--- src/rtl/tl_a_fragment_sequencer.sv ---
// Replays one buffered TileLink A request as a stream of FRAG-sized fragments.
// Optional fragment performance counter: define FRAG_SEQ_PERF_CNT_EN.
module tl_a_fragment_sequencer #(
  parameter int ADDR_W   = 12,
  parameter int SOURCE_W = 6,
  parameter int MAX_LG   = 6,
  parameter int FRAG_LG  = 3
) (
  input  logic                clock,
  input  logic                reset,
  input  logic                in_valid,
  output logic                in_ready,
  input  logic [2:0]          in_opcode,
  input  logic [2:0]          in_param,
  input  logic [2:0]          in_size,
  input  logic [SOURCE_W-1:0] in_source,
  input  logic [ADDR_W-1:0]   in_address,
  input  logic [7:0]          in_mask,
  input  logic                in_corrupt,
  input  logic                out_ready,
  output logic                out_valid,
  output logic [2:0]          out_opcode,
  output logic [2:0]          out_param,
  output logic [2:0]          out_size,
  output logic [SOURCE_W-1:0] out_source,
  output logic [ADDR_W-1:0]   out_address,
  output logic [7:0]          out_mask,
  output logic                out_corrupt,
  output logic                out_last,
  output logic                busy,
  output logic                err_size
`ifdef FRAG_SEQ_PERF_CNT_EN
  ,
  output logic [15:0]         frag_count
`endif
);

  localparam int CNT_W = MAX_LG - FRAG_LG;

  typedef enum logic {IDLE, SEND} state_t;

  state_t              state_q, state_d;
  logic [CNT_W-1:0]    k_q, k_d;
  logic [CNT_W-1:0]    nlast_q, nlast_d;
  logic                err_size_q, err_size_d;
  logic [2:0]          opcode_q, opcode_d;
  logic [2:0]          param_q, param_d;
  logic [2:0]          size_q, size_d;
  logic [SOURCE_W-1:0] source_q, source_d;
  logic [ADDR_W-1:0]   address_q, address_d;
  logic [7:0]          mask_q, mask_d;
  logic                corrupt_q, corrupt_d;

  logic                send, fire, last, done, accept;
  logic [2:0]          size_clamped;
  logic [ADDR_W-1:0]   offset;

  function automatic logic [2:0] clamp_size(input logic [2:0] s);
    return (int'(s) > MAX_LG) ? 3'(MAX_LG) : s;
  endfunction

  // Index of the final fragment, i.e. nfrag-1.
  function automatic logic [CNT_W-1:0] last_index(input logic [2:0] s);
    if (int'(s) <= FRAG_LG) return '0;
    return CNT_W'((1 << (int'(s) - FRAG_LG)) - 1);
  endfunction

  function automatic logic [2:0] frag_size(input logic [2:0] s);
    return (int'(s) > FRAG_LG) ? 3'(FRAG_LG) : s;
  endfunction

  assign send         = (state_q == SEND);
  assign fire         = send & out_ready;
  assign last         = (k_q == nlast_q);
  assign done         = fire & last;
  assign in_ready     = ~send | done;
  assign accept       = in_valid & in_ready;
  assign size_clamped = clamp_size(in_size);
  assign offset       = ADDR_W'(k_q) << FRAG_LG;

  always_comb begin
    state_d    = state_q;
    k_d        = k_q;
    nlast_d    = nlast_q;
    err_size_d = err_size_q | (accept & (int'(in_size) > MAX_LG));
    if (accept) begin
      state_d = SEND;
      k_d     = '0;
      nlast_d = last_index(size_clamped);
    end else if (done) begin
      state_d = IDLE;
    end else if (fire) begin
      k_d = k_q + 1'b1;
    end
  end

  always_comb begin
    opcode_d  = opcode_q;
    param_d   = param_q;
    size_d    = size_q;
    source_d  = source_q;
    address_d = address_q;
    mask_d    = mask_q;
    corrupt_d = corrupt_q;
    if (accept) begin
      opcode_d  = in_opcode;
      param_d   = in_param;
      size_d    = size_clamped;
      source_d  = in_source;
      address_d = in_address;
      mask_d    = in_mask;
      corrupt_d = in_corrupt;
    end
  end

  always_ff @(posedge clock) begin
    if (reset) begin
      state_q    <= IDLE;
      k_q        <= '0;
      nlast_q    <= '0;
      err_size_q <= 1'b0;
    end else begin
      state_q    <= state_d;
      k_q        <= k_d;
      nlast_q    <= nlast_d;
      err_size_q <= err_size_d;
    end
  end

  // Captured request fields only matter while SEND, so they carry no reset.
  always_ff @(posedge clock) begin
    opcode_q  <= opcode_d;
    param_q   <= param_d;
    size_q    <= size_d;
    source_q  <= source_d;
    address_q <= address_d;
    mask_q    <= mask_d;
    corrupt_q <= corrupt_d;
  end

  // Outputs are forced to zero while idle so nothing unreset leaks out.
  assign out_valid   = send;
  assign out_opcode  = send ? opcode_q : '0;
  assign out_param   = send ? param_q : '0;
  assign out_size    = send ? frag_size(size_q) : '0;
  assign out_source  = send ? source_q : '0;
  assign out_address = send ? (address_q + offset) : '0;
  assign out_mask    = send ? mask_q : '0;
  assign out_corrupt = send & corrupt_q;
  assign out_last    = send & last;
  assign busy        = send;
  assign err_size    = err_size_q;

`ifdef FRAG_SEQ_PERF_CNT_EN
  logic [15:0] frag_count_q, frag_count_d;

  function automatic logic [15:0] sat_inc(input logic [15:0] v);
    return (v == 16'hFFFF) ? v : v + 16'd1;
  endfunction

  always_comb begin
    frag_count_d = frag_count_q;
    if (fire) frag_count_d = sat_inc(frag_count_q);
  end

  always_ff @(posedge clock) begin
    if (reset) frag_count_q <= '0;
    else       frag_count_q <= frag_count_d;
  end

  assign frag_count = frag_count_q;
`endif

endmodule

--- config.mk ---
export PLATFORM = sky130hd
export DESIGN_NAME = tl_a_fragment_sequencer
export DESIGN_NICKNAME = d
export VERILOG_FILES = /design/src/rtl/tl_a_fragment_sequencer.sv
export SDC_FILE = /design/constraint.sdc
export NUM_CORES = 1
export LEC_CHECK = 0
export CORE_MARGIN = 2
export CORE_UTILIZATION = 48
export CTS_BUF_LIST = sky130_fd_sc_hd__clkbuf_4
export DETAILED_ROUTE_END_ITERATION = 16
export GPL_TIMING_DRIVEN = 0
export HOLD_SLACK_MARGIN = 0.1
export PLACE_DENSITY = 0.88
export SETUP_SLACK_MARGIN = 0.5
export SLEW_MARGIN = 0
export SYNTH_ARGS = -nofsm -noshare
export SYNTH_HDL_FRONTEND = slang
export SYNTH_SLANG_ARGS = --single-unit
--- constraint.sdc ---
create_clock -name clock -period 5.5 [get_ports clock]
set_clock_uncertainty 0.15 [all_clocks]
set_input_delay 1.1 -clock clock [delete_from_list [all_inputs] [get_ports clock]]
set_output_delay 1.1 -clock clock [all_outputs]
set_load 0.05 [all_outputs]
==> results of run 1 <==
kinds of logic (layout without fill, tap and decap cells):
| logic type | count (synthesis) | count (layout) | share of synthesized area [%] |
|---|---|---|---|
| multiplexers | 1 | 1 | 0.496 |
| AO/OA/AOI/OAI | 25 | 25 | 9.54 |
| other | 1 | 1 | 0.186 |
| AND/OR/NAND/NOR | 56 | 56 | 16.2 |
| adder cells (fa/ha/maj) | 7 | 7 | 4.71 |
| flip-flops | 44 | 44 | 61.5 |
| buffers and inverters | 11 | 101 | 2.42 |
| XOR/XNOR | 9 | 9 | 5.02 |
placed cells by master, fill, tap and decap left out, types with 2 or more instances in the layout:
cell type	n
a21boi_0	3
a21o_1	2
a21oi_1	7
and2_1	32
buf_4	2
buf_6	3
clkbuf_1	6
clkbuf_4	5
clkdlybuf4s50_1	79
clkinvlp_4	2
dfxtp_1	8
edfxtp_1	36
ha_1	6
inv_1	3
nand2_1	5
nand2b_1	3
nand4_1	2
nor2_1	5
o21a_1	2
o21ai_0	3
or3_1	3
xnor2_1	3
xor2_1	3
xor2_2	3
synthesized netlist by cell type (2+ instances only):
cell and number:
o21a_1 2, or3_1 3, edfxtp_1 36, o21ai_0 3, xor2_2 3, nor2_1 5
xnor2_1 3, a21o_1 2, and2_1 32, xor2_1 3, clkbuf_1 6, dfxtp_1 8
nand4_1 2, inv_1 3, buf_4 2, ha_1 6, nand2b_1 3, a21boi_0 3
nand2_1 5, a21oi_1 7
power groups by stage:
stage	combinational, uW	clock [uW]	sequential (uW)
6_report	196	151	400
5_1_grt	208	170	403
4_1_cts	197	154	400
3_5_place_dp	197	0	408
3_3_place_gp	188	0	408
2_1_floorplan	113	0	409
per-layer routing:
metal	vias up	share of wire, %	track usage [%]
li1	722	-	-
met1	679	39	20.2
met2	58	52	31.0
met4	0	2.3	8.33
met3	8	6.7	5.36
met5	-	0	0
worst paths after layout:
path,start,to,slack [ns],depth (start not counted)
setup reg to reg,k_q[1],nlast_q[1],3.39,6
setup / recovery,out_ready,in_ready,1.22,4
hold / removal,err_size,err_size,0.35,2
hold reg to reg,err_size,err_size,0.35,2
cell type report:
class,count,area [sq um]
Multi-Input combinational cell,99,729
Tap cell,50,62.6
Timing Repair Buffer,82,825
Clock inverter,3,18.8
Fill cell,290,1070
Buffer,8,37.5
Sequential cell,44,1240
Clock buffer,5,37.5
Inverter,3,11.3
flip-flops by register name, summed over array words and instances, names as in the netlist, 3 cells and up:
name       flops
param_q        3
size_q         3
mask_q         8
address_q     12
k_q            3
opcode_q       3
nlast_q        3
source_q       6
stage by stage:
step / utilization (%) / area, sq um / power [uW] / cells
global route: 73.5 / 2960 / 781 / 294
floorplan: - / 2020 / 523 / 154
global placement: 71.3 / 2870 / 596 / 283
finish: 73.5 / 2960 / 747 / 294
detailed placement: 72.1 / 2910 / 605 / 286
CTS: 73.5 / 2960 / 752 / 294
worst max-delay path, stage by stage:
cell and delay [ns]:
clkdlybuf4s50_1 0.51, inv_1 0.05, o41ai_1 0.47, clkdlybuf4s50_1 0.89
==> summary.json, run 1 <==
{
  "switching_share_pct": 30.5,
  "buffer_ports.inserted": 79,
  "worstSetupEndpointType": "output port",
  "synthDominantCellAreaShare_pct": 53.5,
  "groute.usage.overall_pct": 17.9,
  "synth_top_area_cell": "edfxtp_1",
  "layout-area-overhead-vs-synth_pct": 46.7,
  "clkLatencyLatePin_ns": 0.35,
  "post-cts-setup-buffers": 0,
  "critical_path_launch_point_type": "input port",
  "final.setup.worst_slack_ns": 1.22,
  "clock_pin_slew_on_the_worst_setup_and_hold_paths_ns": 0.12,
  "share_of_post_route_cells_with_drive_strength_above_1_pct": 6.97,
  "timing.fmax_mhz": 234,
  "timing_hold_violations_final": 0,
  "critical_path_fanout_max": 4,
  "p_sw_uw": 228,
  "power_density_mw_per_mm2": 252,
  "power.share.clock_pct": 20.2,
  "rsz0062_at_grt": "false",
  "avgRoutedWirePerCell_um": 14.1,
  "fp.dieW_um": 68.9,
  "syn_area_sq_mm": 0.00202,
  "synthesis.instances": 154,
  "finalSetupViolations": 0,
  "post_cts_resize_count": 0,
  "clock-sinks": 44,
  "max_capacitance_violation_count": 0,
  "antenna_found_initial": 0,
  "power.leakage_uw": 0.00109,
  "fp.coreArea_sq_mm": 0.00403,
  "cell_internal_pwr_uw": 519,
  "syn-num-nets": 201,
  "top_flip_flop_cell_by_instance_count_after_synthesis": "edfxtp_1",
  "sequential_power_share_pct": 53.6,
  "insertedDiodeCount": 0,
  "synth.yosys.seq_area_share_pct": 61.5,
  "arrival_time_reported_for_the_critical_path_endpoint_ns": 3.03,
  "post_place_setup_slack_ns": 1.23,
  "fin_setup_tns_ns": 0,
  "drv_slew": 0,
  "worst_ir_drop_vdd_mv": 0.182,
  "max_slew_margin_pct": 64.5,
  "min_period_ns": 4.28,
  "hp-class": "flip-flop to flip-flop",
  "grt_start_max_net_pins": 18,
  "clock_tree_from_tritoncts": "done",
  "detail-route-antenna-nets": 0,
  "final_net_count": 290,
  "first_pass_iters": 4,
  "grt_pass1_vias": 1316,
  "root_buffer": "clkbuf_4",
  "max-clock-path-buffers": 2,
  "netlist-cell-type-count": 37,
  "critPathKind": "input port to output port",
  "hold-worst-slack_ns": 0.346,
  "cts_htree_levels": 2,
  "comb_power_share_pct": 26.3,
  "worstMarginPinSlew_ns": 0.530,
  "place_hpwl_um": 3280,
  "drc": 0,
  "io_pins": 81,
  "num_rows": 23,
  "yosys_register_bits": 44,
  "grt_first_pass_wirelength_um": 5980,
  "synth.avg_cell_area_sq_um": 13.1,
  "route.final.wire_length_um": 4160,
  "vias": 1467,
  "synth_top_area_cells": "edfxtp_1, and2_1, dfxtp_1, ha_1, xor2_2",
  "floorplan.initialDensity_pct": 50.1,
  "gp_congestion": 0.685,
  "grt-ovfl-total": 0,
  "hold_buffers": 0,
  "cts_buffers": 5,
  "status": "finished, final reports clean",
  "synth_warnings": 0,
  "post-route-period-util_pct": 77.8,
  "vias_per_cell": 4.99,
  "die-area_sq_mm": 0.00474,
  "post_synth_edffs": 36,
  "async_set_reset_flop_share_out_of_synthesis_pct": 0,
  "dieHeight_um": 68.9,
  "drt-initial-drc-count": 75,
  "critical_path_required_ns": 4.25
}
(Power assumes the default switching activity.)
==> inputs of run 2 (changes only) <==
--- a/config.mk
+++ b/config.mk
@@ -6,12 +6,12 @@
 export NUM_CORES = 1
 export LEC_CHECK = 0
 export CORE_MARGIN = 2
-export CORE_UTILIZATION = 48
+export CORE_UTILIZATION = 40
 export CTS_BUF_LIST = sky130_fd_sc_hd__clkbuf_4
 export DETAILED_ROUTE_END_ITERATION = 16
 export GPL_TIMING_DRIVEN = 0
 export HOLD_SLACK_MARGIN = 0.1
-export PLACE_DENSITY = 0.88
+export PLACE_DENSITY = 0.78
 export SETUP_SLACK_MARGIN = 0.5
 export SLEW_MARGIN = 0
 export SYNTH_ARGS = -nofsm -noshare
==> constraint.sdc (replaced) <==
create_clock -name clock -period 3.9 [get_ports clock]
set_clock_uncertainty 0.15 [all_clocks]
set_input_delay 0.78 -clock clock [delete_from_list [all_inputs] [get_ports clock]]
set_output_delay 0.78 -clock clock [all_outputs]
set_load 0.05 [all_outputs]
==> summary.json, run 2 (same netlist as run 1, synthesis figures left out) <==
{
  "power.total": {"value": 1040, "unit": "uW", "change": "was 747 uW"},
  "gp_congestion": {"value": 0.720, "change": "was 0.685"},
  "layoutNonFillerInstCount": {"value": 311, "change": "was 294"},
  "arrival_time_reported_for_the_critical_path_endpoint": {"value": 2.36, "unit": "ns", "change": "was 3.03 ns"},
  "cts_buffers": {"value": 5, "change": "unchanged"},
  "critical_path_fanout_max": {"value": 4, "change": "unchanged"},
  "critical_path_launch_point_type": {"value": "flip-flop", "change": "was input port"},
  "count_of_buffer_and_inverter_cells_on_the_critical_path": {"value": 1, "change": "was 3"},
  "sequential_power_share": {"value": 54.4, "unit": "%", "change": "was 53.6%"},
  "share_of_post_route_cells_with_drive_strength_above_1": {"value": 10.7, "unit": "%", "change": "was 6.97%"},
  "power.share.clock": {"value": 20.4, "unit": "%", "change": "was 20.2%"},
  "drv_slew": {"value": 0, "change": "unchanged"},
  "worstMarginPinSlew": {"value": 0.633, "unit": "ns", "change": "was 0.530 ns"},
  "detail-route-antenna-nets": {"value": 0, "change": "unchanged"},
  "vias_per_cell": {"value": 4.60, "change": "was 4.99"},
  "p_sw": {"value": 305, "unit": "uW", "change": "was 228 uW"},
  "route.final.wire_length": {"value": 3990, "unit": "um", "change": "was 4160 um"},
  "clock_pin_slew_on_the_worst_setup_and_hold_paths": {"value": 0.11, "unit": "ns", "change": "was 0.12 ns"},
  "critical-path-top-delay-family": {"value": "flip-flops", "change": "was buffers and inverters"},
  "post_place_setup_slack": {"value": 0.361, "unit": "ns", "change": "was 1.23 ns"},
  "grt_first_pass_wirelength": {"value": 6520, "unit": "um", "change": "was 5980 um"},
  "buffer_ports.inserted": {"value": 79, "change": "unchanged"},
  "max-clock-path-buffers": {"value": 2, "change": "unchanged"},
  "groute.usage.overall": {"value": 15.6, "unit": "%", "change": "was 17.9%"},
  "post-route-period-util_pct": 84.4,
  "clkLatencyLatePin": {"value": 0.33, "unit": "ns", "change": "was 0.35 ns"},
  "seqCellArea": {"value": 0.00124, "unit": "sq mm", "change": "about the same"},
  "multi_input_area": {"value": 743, "unit": "sq um", "change": "was 729 sq um"},
  "cell_internal_pwr": {"value": 734, "unit": "uW", "change": "was 519 uW"},
  "power.leakage": {"value": 0.00121, "unit": "uW", "change": "was 0.00109 uW"},
  "placed_cells_incl_taps": {"value": 303, "change": "was 286"},
  "vias": {"value": 1432, "change": "was 1467"},
  "io_pins": {"value": 81, "change": "unchanged"},
  "drc": {"value": 0, "change": "unchanged"},
  "layout.cell_area.non_filler": {"value": 0.00296, "unit": "sq mm", "change": "about the same"},
  "most-common-layout-cells": {"value": "clkdlybuf4s50_1, edfxtp_1, and2_1", "change": "unchanged"},
  "fp.dieW": {"value": 75.1, "unit": "um", "change": "was 68.9 um"},
  "grt_pass1_vias": {"value": 1472, "change": "was 1316"},
  "num_rows": {"value": 25, "change": "was 23"},
  "detailed_place.area": {"value": 0.00294, "unit": "sq mm", "change": "was 0.00291 sq mm"},
  "insertedDiodeCount": {"value": 0, "change": "unchanged"},
  "status": {"value": "finished, final reports clean", "change": "unchanged"},
  "max_slew_margin": {"value": 57.7, "unit": "%", "change": "was 64.5%"},
  "drt-initial-drc-count": {"value": 75, "change": "unchanged"},
  "critical_path_required": {"value": 2.97, "unit": "ns", "change": "was 4.25 ns"},
  "timing.fmax_mhz": 304,
  "root_buffer": {"value": "clkbuf_4", "change": "unchanged"},
  "slowest_stage_cell_cp": {"value": "dfxtp_1", "change": "was clkdlybuf4s50_1"},
  "hold_buffers": {"value": 0, "change": "unchanged"},
  "num-fill-cells": {"value": 405, "change": "was 290"},
  "grt_start_max_net_pins": {"value": 18, "change": "unchanged"},
  "timing_hold_violations_final": {"value": 0, "change": "unchanged"},
  "power_density": {"value": 351, "unit": "mW/mm^2", "change": "was 252 mW/mm^2"},
  "regMostFlops": {"value": "address_q", "change": "unchanged"},
  "clock_tree_from_tritoncts": {"value": "done", "change": "unchanged"},
  "cpPeakStageDelay": {"value": 0.46, "unit": "ns", "change": "was 0.89 ns"},
  "fp.coreArea": {"value": 0.00479, "unit": "sq mm", "change": "was 0.00403 sq mm"},
  "place_hpwl": {"value": 3090, "unit": "um", "change": "was 3280 um"},
  "avgRoutedWirePerCell": {"value": 12.8, "unit": "um", "change": "was 14.1 um"},
  "final_net_count": {"value": 290, "change": "unchanged"},
  "comb_power_share": {"value": 25.2, "unit": "%", "change": "was 26.3%"},
  "hp-class": {"value": "flip-flop to flip-flop", "change": "unchanged"},
  "max_capacitance_violation_count": {"value": 0, "change": "unchanged"},
  "critPathKind": {"value": "flip-flop to output port", "change": "was input port to output port"},
  "min_period_ns": 3.29,
  "crit_chain": {"value": "ha_1 -> fa_1 -> a21o_1 -> nand2_1 -> or3_1 -> a21boi_0 -> clkbuf_2", "change": "was clkdlybuf4s50_1 -> inv_1 -> o41ai_1 -> clkdlybuf4s50_1"},
  "floorplan.initialDensity": {"value": 42.2, "unit": "%", "change": "was 50.1%"},
  "cts_htree_levels": {"value": 2, "change": "unchanged"},
  "antenna_found_initial": {"value": 0, "change": "unchanged"},
  "layout-area-overhead-vs-synth": {"value": 46.3, "unit": "%", "change": "was 46.7%"},
  "largest_registers": {"value": "address_q: 12 flops, mask_q: 8 flops, source_q: 6 flops", "change": "unchanged"},
  "die-area": {"value": 0.00563, "unit": "sq mm", "change": "was 0.00474 sq mm"},
  "switching_share": {"value": 29.3, "unit": "%", "change": "was 30.5%"},
  "worstSetupEndpointType": {"value": "output port", "change": "unchanged"},
  "rsz0062_at_grt": {"value": "true", "change": "was false"},
  "mostFrequentLayoutCell": {"value": "clkdlybuf4s50_1", "change": "unchanged"},
  "grt-ovfl-total": {"value": 0, "change": "unchanged"},
  "worst_ir_drop_vdd": {"value": 0.203, "unit": "mV", "change": "was 0.182 mV"},
  "number_of_flip_flops_under_the_largest_register_name": {"value": 12, "change": "unchanged"},
  "first_pass_iters": {"value": 3, "change": "was 4"},
  "clock-sinks": {"value": 44, "change": "unchanged"},
  "finalSetupViolations": {"value": 0, "change": "unchanged"},
  "final.setup.worst_slack": {"value": 0.607, "unit": "ns", "change": "was 1.22 ns"},
  "dieHeight": {"value": 75.1, "unit": "um", "change": "was 68.9 um"}
}
==> run 2: cell count changes in the layout (fill, tap and decap cells not counted), sizes merged <==
cell           delta
clkbuf            +5
clkdlybuf4s50    -34
clkdlybuf4s15     +3
clkinvlp          -2
dlygate4sd2      +28
==> run 2: area by class of cell <==
| type | instances | area share, % |
|---|---|---|
| Tap cell | 67 | 2.84 |
| Buffer | 8 | 1.27 |
| Multi-Input combinational cell | 99 | 25.1 |
| Clock inverter | 1 | 0.127 |
| Timing Repair Buffer | 82 | 26.4 |
| Inverter | 3 | 0.381 |
| Clock buffer | 7 | 1.78 |
| Sequential cell | 44 | 42.0 |
==> run 2: repair_timing <==
action | CTS | global route
setup endpoints to repair | 34 | 6
hold endpoints to repair | 0 | 0
pin swaps | 0 | 0
setup buffers | 0 | 0
resized for setup | 46 | 7
==> run 2: path summary, 6_finish.rpt <==
path	slack, ns	startpoint	depth (start not counted)	end
worst max-delay path	0.61	k_q[0]	7	out_address[11]
worst min-delay path	0.34	err_size	2	err_size
worst max register to register	1.72	k_q[0]	4	param_q[1]
worst min register to register	0.34	err_size	2	err_size
==> run 2: worst min-delay path, stage by stage (launching register included) <==
cell     delay, ns
dfxtp_1       0.35
a31oi_1       0.04
nor2_1        0.07
==> run 2: power by group through the flow <==
stage          clock [uW]  sequential (uW)  combinational (uW)
2_1_floorplan           0              577                 161
3_3_place_gp            0              576                 269
3_5_place_dp            0              576                 280
4_1_cts               224              565                 266
5_1_grt               244              568                 282
6_report              212              565                 262
==> run 2: routing by layer <==
| layer | up-vias | routed length, um | global-route usage, % |
|---|---|---|---|
| met1 | 653 | 1550 | 17.5 |
| li1 | 725 | - | - |
| met2 | 49 | 2040 | 26.3 |
| met3 | 5 | 346 | 7.10 |
| met4 | 0 | 51 | 5.36 |
| met5 | - | 0 | 0 |
==> run 2: metrics by stage <==
stage	TNS (ns)	utilization [%]	hold WS [ns]
2_1_floorplan	0	-	0.344
3_3_place_gp	-0.123	60.8	0.302
3_5_place_dp	0	61.5	0.318
4_1_cts	0	62.0	0.342
5_1_grt	0	61.8	0.387
6_report	0	61.8	0.340
==> inputs of run 3 (changes only) <==
==> constraint.sdc (replaced) <==
create_clock -name clock -period 2.72 [get_ports clock]
set_clock_uncertainty 0.15 [all_clocks]
set_input_delay 0.544 -clock clock [delete_from_list [all_inputs] [get_ports clock]]
set_output_delay 0.544 -clock clock [all_outputs]
set_load 0.05 [all_outputs]
==> summary.json, run 3 (same netlist as run 1, synthesis figures left out) <==
{
  "number_of_flip_flops_under_the_largest_register_name": {"value": 12, "change": "unchanged"},
  "clock_pin_slew_on_the_worst_setup_and_hold_paths": {"value": 0.12, "unit": "ns", "change": "was 0.11 ns"},
  "drv_slew": {"value": 0, "change": "unchanged"},
  "grt_pass1_vias": {"value": 1521, "change": "was 1472"},
  "buffer_ports.inserted": {"value": 79, "change": "unchanged"},
  "first_pass_iters": {"value": 3, "change": "unchanged"},
  "grt_first_pass_wirelength": {"value": 7020, "unit": "um", "change": "was 6520 um"},
  "ff2ff_setup_slack": {"value": 0.53, "unit": "ns", "change": "was 1.72 ns"},
  "post_place_setup_slack": {"value": -0.378, "unit": "ns", "change": "was 0.361 ns"},
  "final_net_count": {"value": 300, "change": "was 290"},
  "io_pins": {"value": 81, "change": "unchanged"},
  "fp.coreArea": {"value": 0.00479, "unit": "sq mm", "change": "unchanged"},
  "gp_congestion": {"value": 0.691, "change": "was 0.720"},
  "hold-worst-slack": {"value": 0.347, "unit": "ns", "change": "was 0.340 ns"},
  "hp-class": {"value": "flip-flop to flip-flop", "change": "unchanged"},
  "largest_registers": {"value": "address_q: 12 flops, mask_q: 8 flops, source_q: 6 flops", "change": "unchanged"},
  "clkLatencyLatePin": {"value": 0.35, "unit": "ns", "change": "was 0.33 ns"},
  "drc": {"value": 0, "change": "unchanged"},
  "most-common-layout-cells": {"value": "clkdlybuf4s50_1, buf_4, edfxtp_1", "change": "was clkdlybuf4s50_1, edfxtp_1, and2_1"},
  "detail-route-antenna-nets": {"value": 0, "change": "unchanged"},
  "max-clock-path-buffers": {"value": 2, "change": "unchanged"},
  "failed_checks": "negative setup slack",
  "root_buffer": {"value": "clkbuf_4", "change": "unchanged"},
  "final.setup.worst_slack": {"value": -0.0191, "unit": "ns", "change": "was 0.607 ns"},
  "grt_start_max_net_pins": {"value": 16, "change": "was 18"},
  "regMostFlops": {"value": "address_q", "change": "unchanged"},
  "cp.depth": {"value": 7, "change": "unchanged"},
  "max_capacitance_violation_count": {"value": 0, "change": "unchanged"},
  "crit_chain": {"value": "ha_2 -> fa_2 -> a21o_1 -> nand4_1 -> xnor2_1 -> and2_4 -> buf_8", "change": "was ha_1 -> fa_1 -> a21o_1 -> nand2_1 -> or3_1 -> a21boi_0 -> clkbuf_2"},
  "power.leakage": {"value": 0.00134, "unit": "uW", "change": "was 0.00121 uW"},
  "count_of_buffer_and_inverter_cells_on_the_critical_path": {"value": 1, "change": "unchanged"},
  "drt-initial-drc-count": {"value": 53, "change": "was 75"},
  "critical_path_launch_point_type": {"value": "flip-flop", "change": "unchanged"},
  "status": {"value": "finished with violations", "change": "was finished, final reports clean"},
  "cpPeakStageDelay": {"value": 0.39, "unit": "ns", "change": "was 0.46 ns"},
  "layout-area-overhead-vs-synth": {"value": 61.1, "unit": "%", "change": "was 46.3%"},
  "worst_ir_drop_vdd": {"value": 0.356, "unit": "mV", "change": "was 0.203 mV"},
  "num-fill-cells": {"value": 362, "change": "was 405"},
  "critical_path_required": {"value": 2.03, "unit": "ns", "change": "was 2.97 ns"},
  "cts_htree_levels": {"value": 2, "change": "unchanged"},
  "floorplan.initialDensity": {"value": 42.2, "unit": "%", "change": "unchanged"},
  "min_period_ns": 2.74,
  "vias_per_cell": {"value": 4.63, "change": "was 4.60"},
  "cts_buffers": {"value": 5, "change": "unchanged"},
  "worstRegToRegCells": {"value": 7, "change": "was 4"},
  "timing.fmax_mhz": 365,
  "power_density": {"value": 484, "unit": "mW/mm^2", "change": "was 351 mW/mm^2"},
  "avgRoutedWirePerCell": {"value": 14.2, "unit": "um", "change": "was 12.8 um"},
  "fp.dieW": {"value": 75.1, "unit": "um", "change": "unchanged"},
  "clock-sinks": {"value": 44, "change": "unchanged"},
  "mostFrequentLayoutCell": {"value": "clkdlybuf4s50_1", "change": "unchanged"},
  "insertedDiodeCount": {"value": 0, "change": "unchanged"},
  "route.final.wire_length": {"value": 4560, "unit": "um", "change": "was 3990 um"},
  "slowest_stage_cell_cp": {"value": "edfxtp_1", "change": "was dfxtp_1"},
  "share_of_post_route_cells_with_drive_strength_above_1": {"value": 37.8, "unit": "%", "change": "was 10.7%"},
  "worst_hold_path.num_cells": {"value": 2, "change": "unchanged"},
  "post-route-period-util_pct": 101,
  "critPathKind": {"value": "flip-flop to output port", "change": "unchanged"},
  "dieHeight": {"value": 75.1, "unit": "um", "change": "unchanged"},
  "num_rows": {"value": 25, "change": "unchanged"},
  "finalSetupViolations": {"value": 3, "change": "was 0"},
  "antenna_found_initial": {"value": 0, "change": "unchanged"},
  "place_hpwl": {"value": 3350, "unit": "um", "change": "was 3090 um"},
  "critical_path_fanout_max": {"value": 3, "change": "was 4"},
  "grt-ovfl-total": {"value": 0, "change": "unchanged"},
  "groute.usage.overall": {"value": 17.0, "unit": "%", "change": "was 15.6%"},
  "timing_hold_violations_final": {"value": 0, "change": "unchanged"},
  "worstSetupEndpointType": {"value": "output port", "change": "unchanged"},
  "critical-path-top-delay-family": {"value": "adder cells", "change": "was flip-flops"},
  "die-area": {"value": 0.00563, "unit": "sq mm", "change": "unchanged"},
  "clock_tree_from_tritoncts": {"value": "done", "change": "unchanged"},
  "arrival_time_reported_for_the_critical_path_endpoint": {"value": 2.05, "unit": "ns", "change": "was 2.36 ns"},
  "vias": {"value": 1486, "change": "was 1432"},
  "rsz0062_at_grt": {"value": "true", "change": "unchanged"}
}
run 3: changes by cell type in the layout (fill, tap and decap cells not counted), sizes merged:
cell / delta
buf: +45
clkdlybuf4s15: -1
dlymetal6s2s: +3
dlygate4sd2: -26
clkbuf: -3
clkdlybuf4s50: -8
run 3: worst register-to-register path: stages, from the launching register on:
cell and delay [ns]:
dfxtp_4 0.37, buf_6 0.12, xor2_4 0.15, buf_6 0.12
buf_4 0.15, o41ai_4 0.47, buf_6 0.21, buf_4 0.16
run 3: where the power goes:
part           total [uW]  internal (uW)  switching, uW
clock                 315            120            196
sequential            812            788           24.0
combinational         446            196            251
total                1570           1100            470
run 3: final cells by class:
type / count / area (sq um) / area share [%]
Sequential cell: 44 / 1260 / 38.7
Multi-Input combinational cell: 99 / 896 / 27.5
Timing Repair Buffer: 92 / 883 / 27.2
Tap cell: 67 / 83.8 / 2.58
Buffer: 8 / 65.1 / 2.00
Clock buffer: 7 / 52.6 / 1.62
Inverter: 3 / 11.3 / 0.346
Clock inverter: 1 / 3.75 / 0.115
run 3: final timing paths:
path / startpoint / to
hold / removal: err_size / err_size
setup reg to reg: k_q[0] / address_q[10]
hold reg to reg: err_size / err_size
setup / recovery: address_q[3] / out_address[9]
run 3: repair_timing:
| action | CTS | global route |
|---|---|---|
| pin swaps | 10 | 4 |
| gates resized for setup | 256 | 15 |
| setup endpoints to repair | 40 | 39 |
| hold buffers | 0 | 0 |
| buffers inserted | 4 | 6 |
run 3: stage by stage:
step | setup TNS, ns | total power, uW | area [sq um] | util (%) | cells
floorplan | -0.00966 | 1070 | 2110 | - | 154
global placement | -43.37 | 1220 | 2980 | 62.3 | 300
detailed placement | -2.98 | 1240 | 3020 | 63.1 | 303
CTS | -0.0547 | 1570 | 3160 | 65.9 | 315
global route | -0.513 | 1640 | 3250 | 68.0 | 321
finish | -0.0365 | 1570 | 3250 | 68.0 | 321
run 3: metal layers:
layer  routed length, um  global-route usage, %  up-vias
met4                  65                   5.95        0
met3                 341                   7.50        5
met1                1600                   17.4      699
met5                   0                      0        -
li1                    -                      -      742
met2                2560                   30.6       40
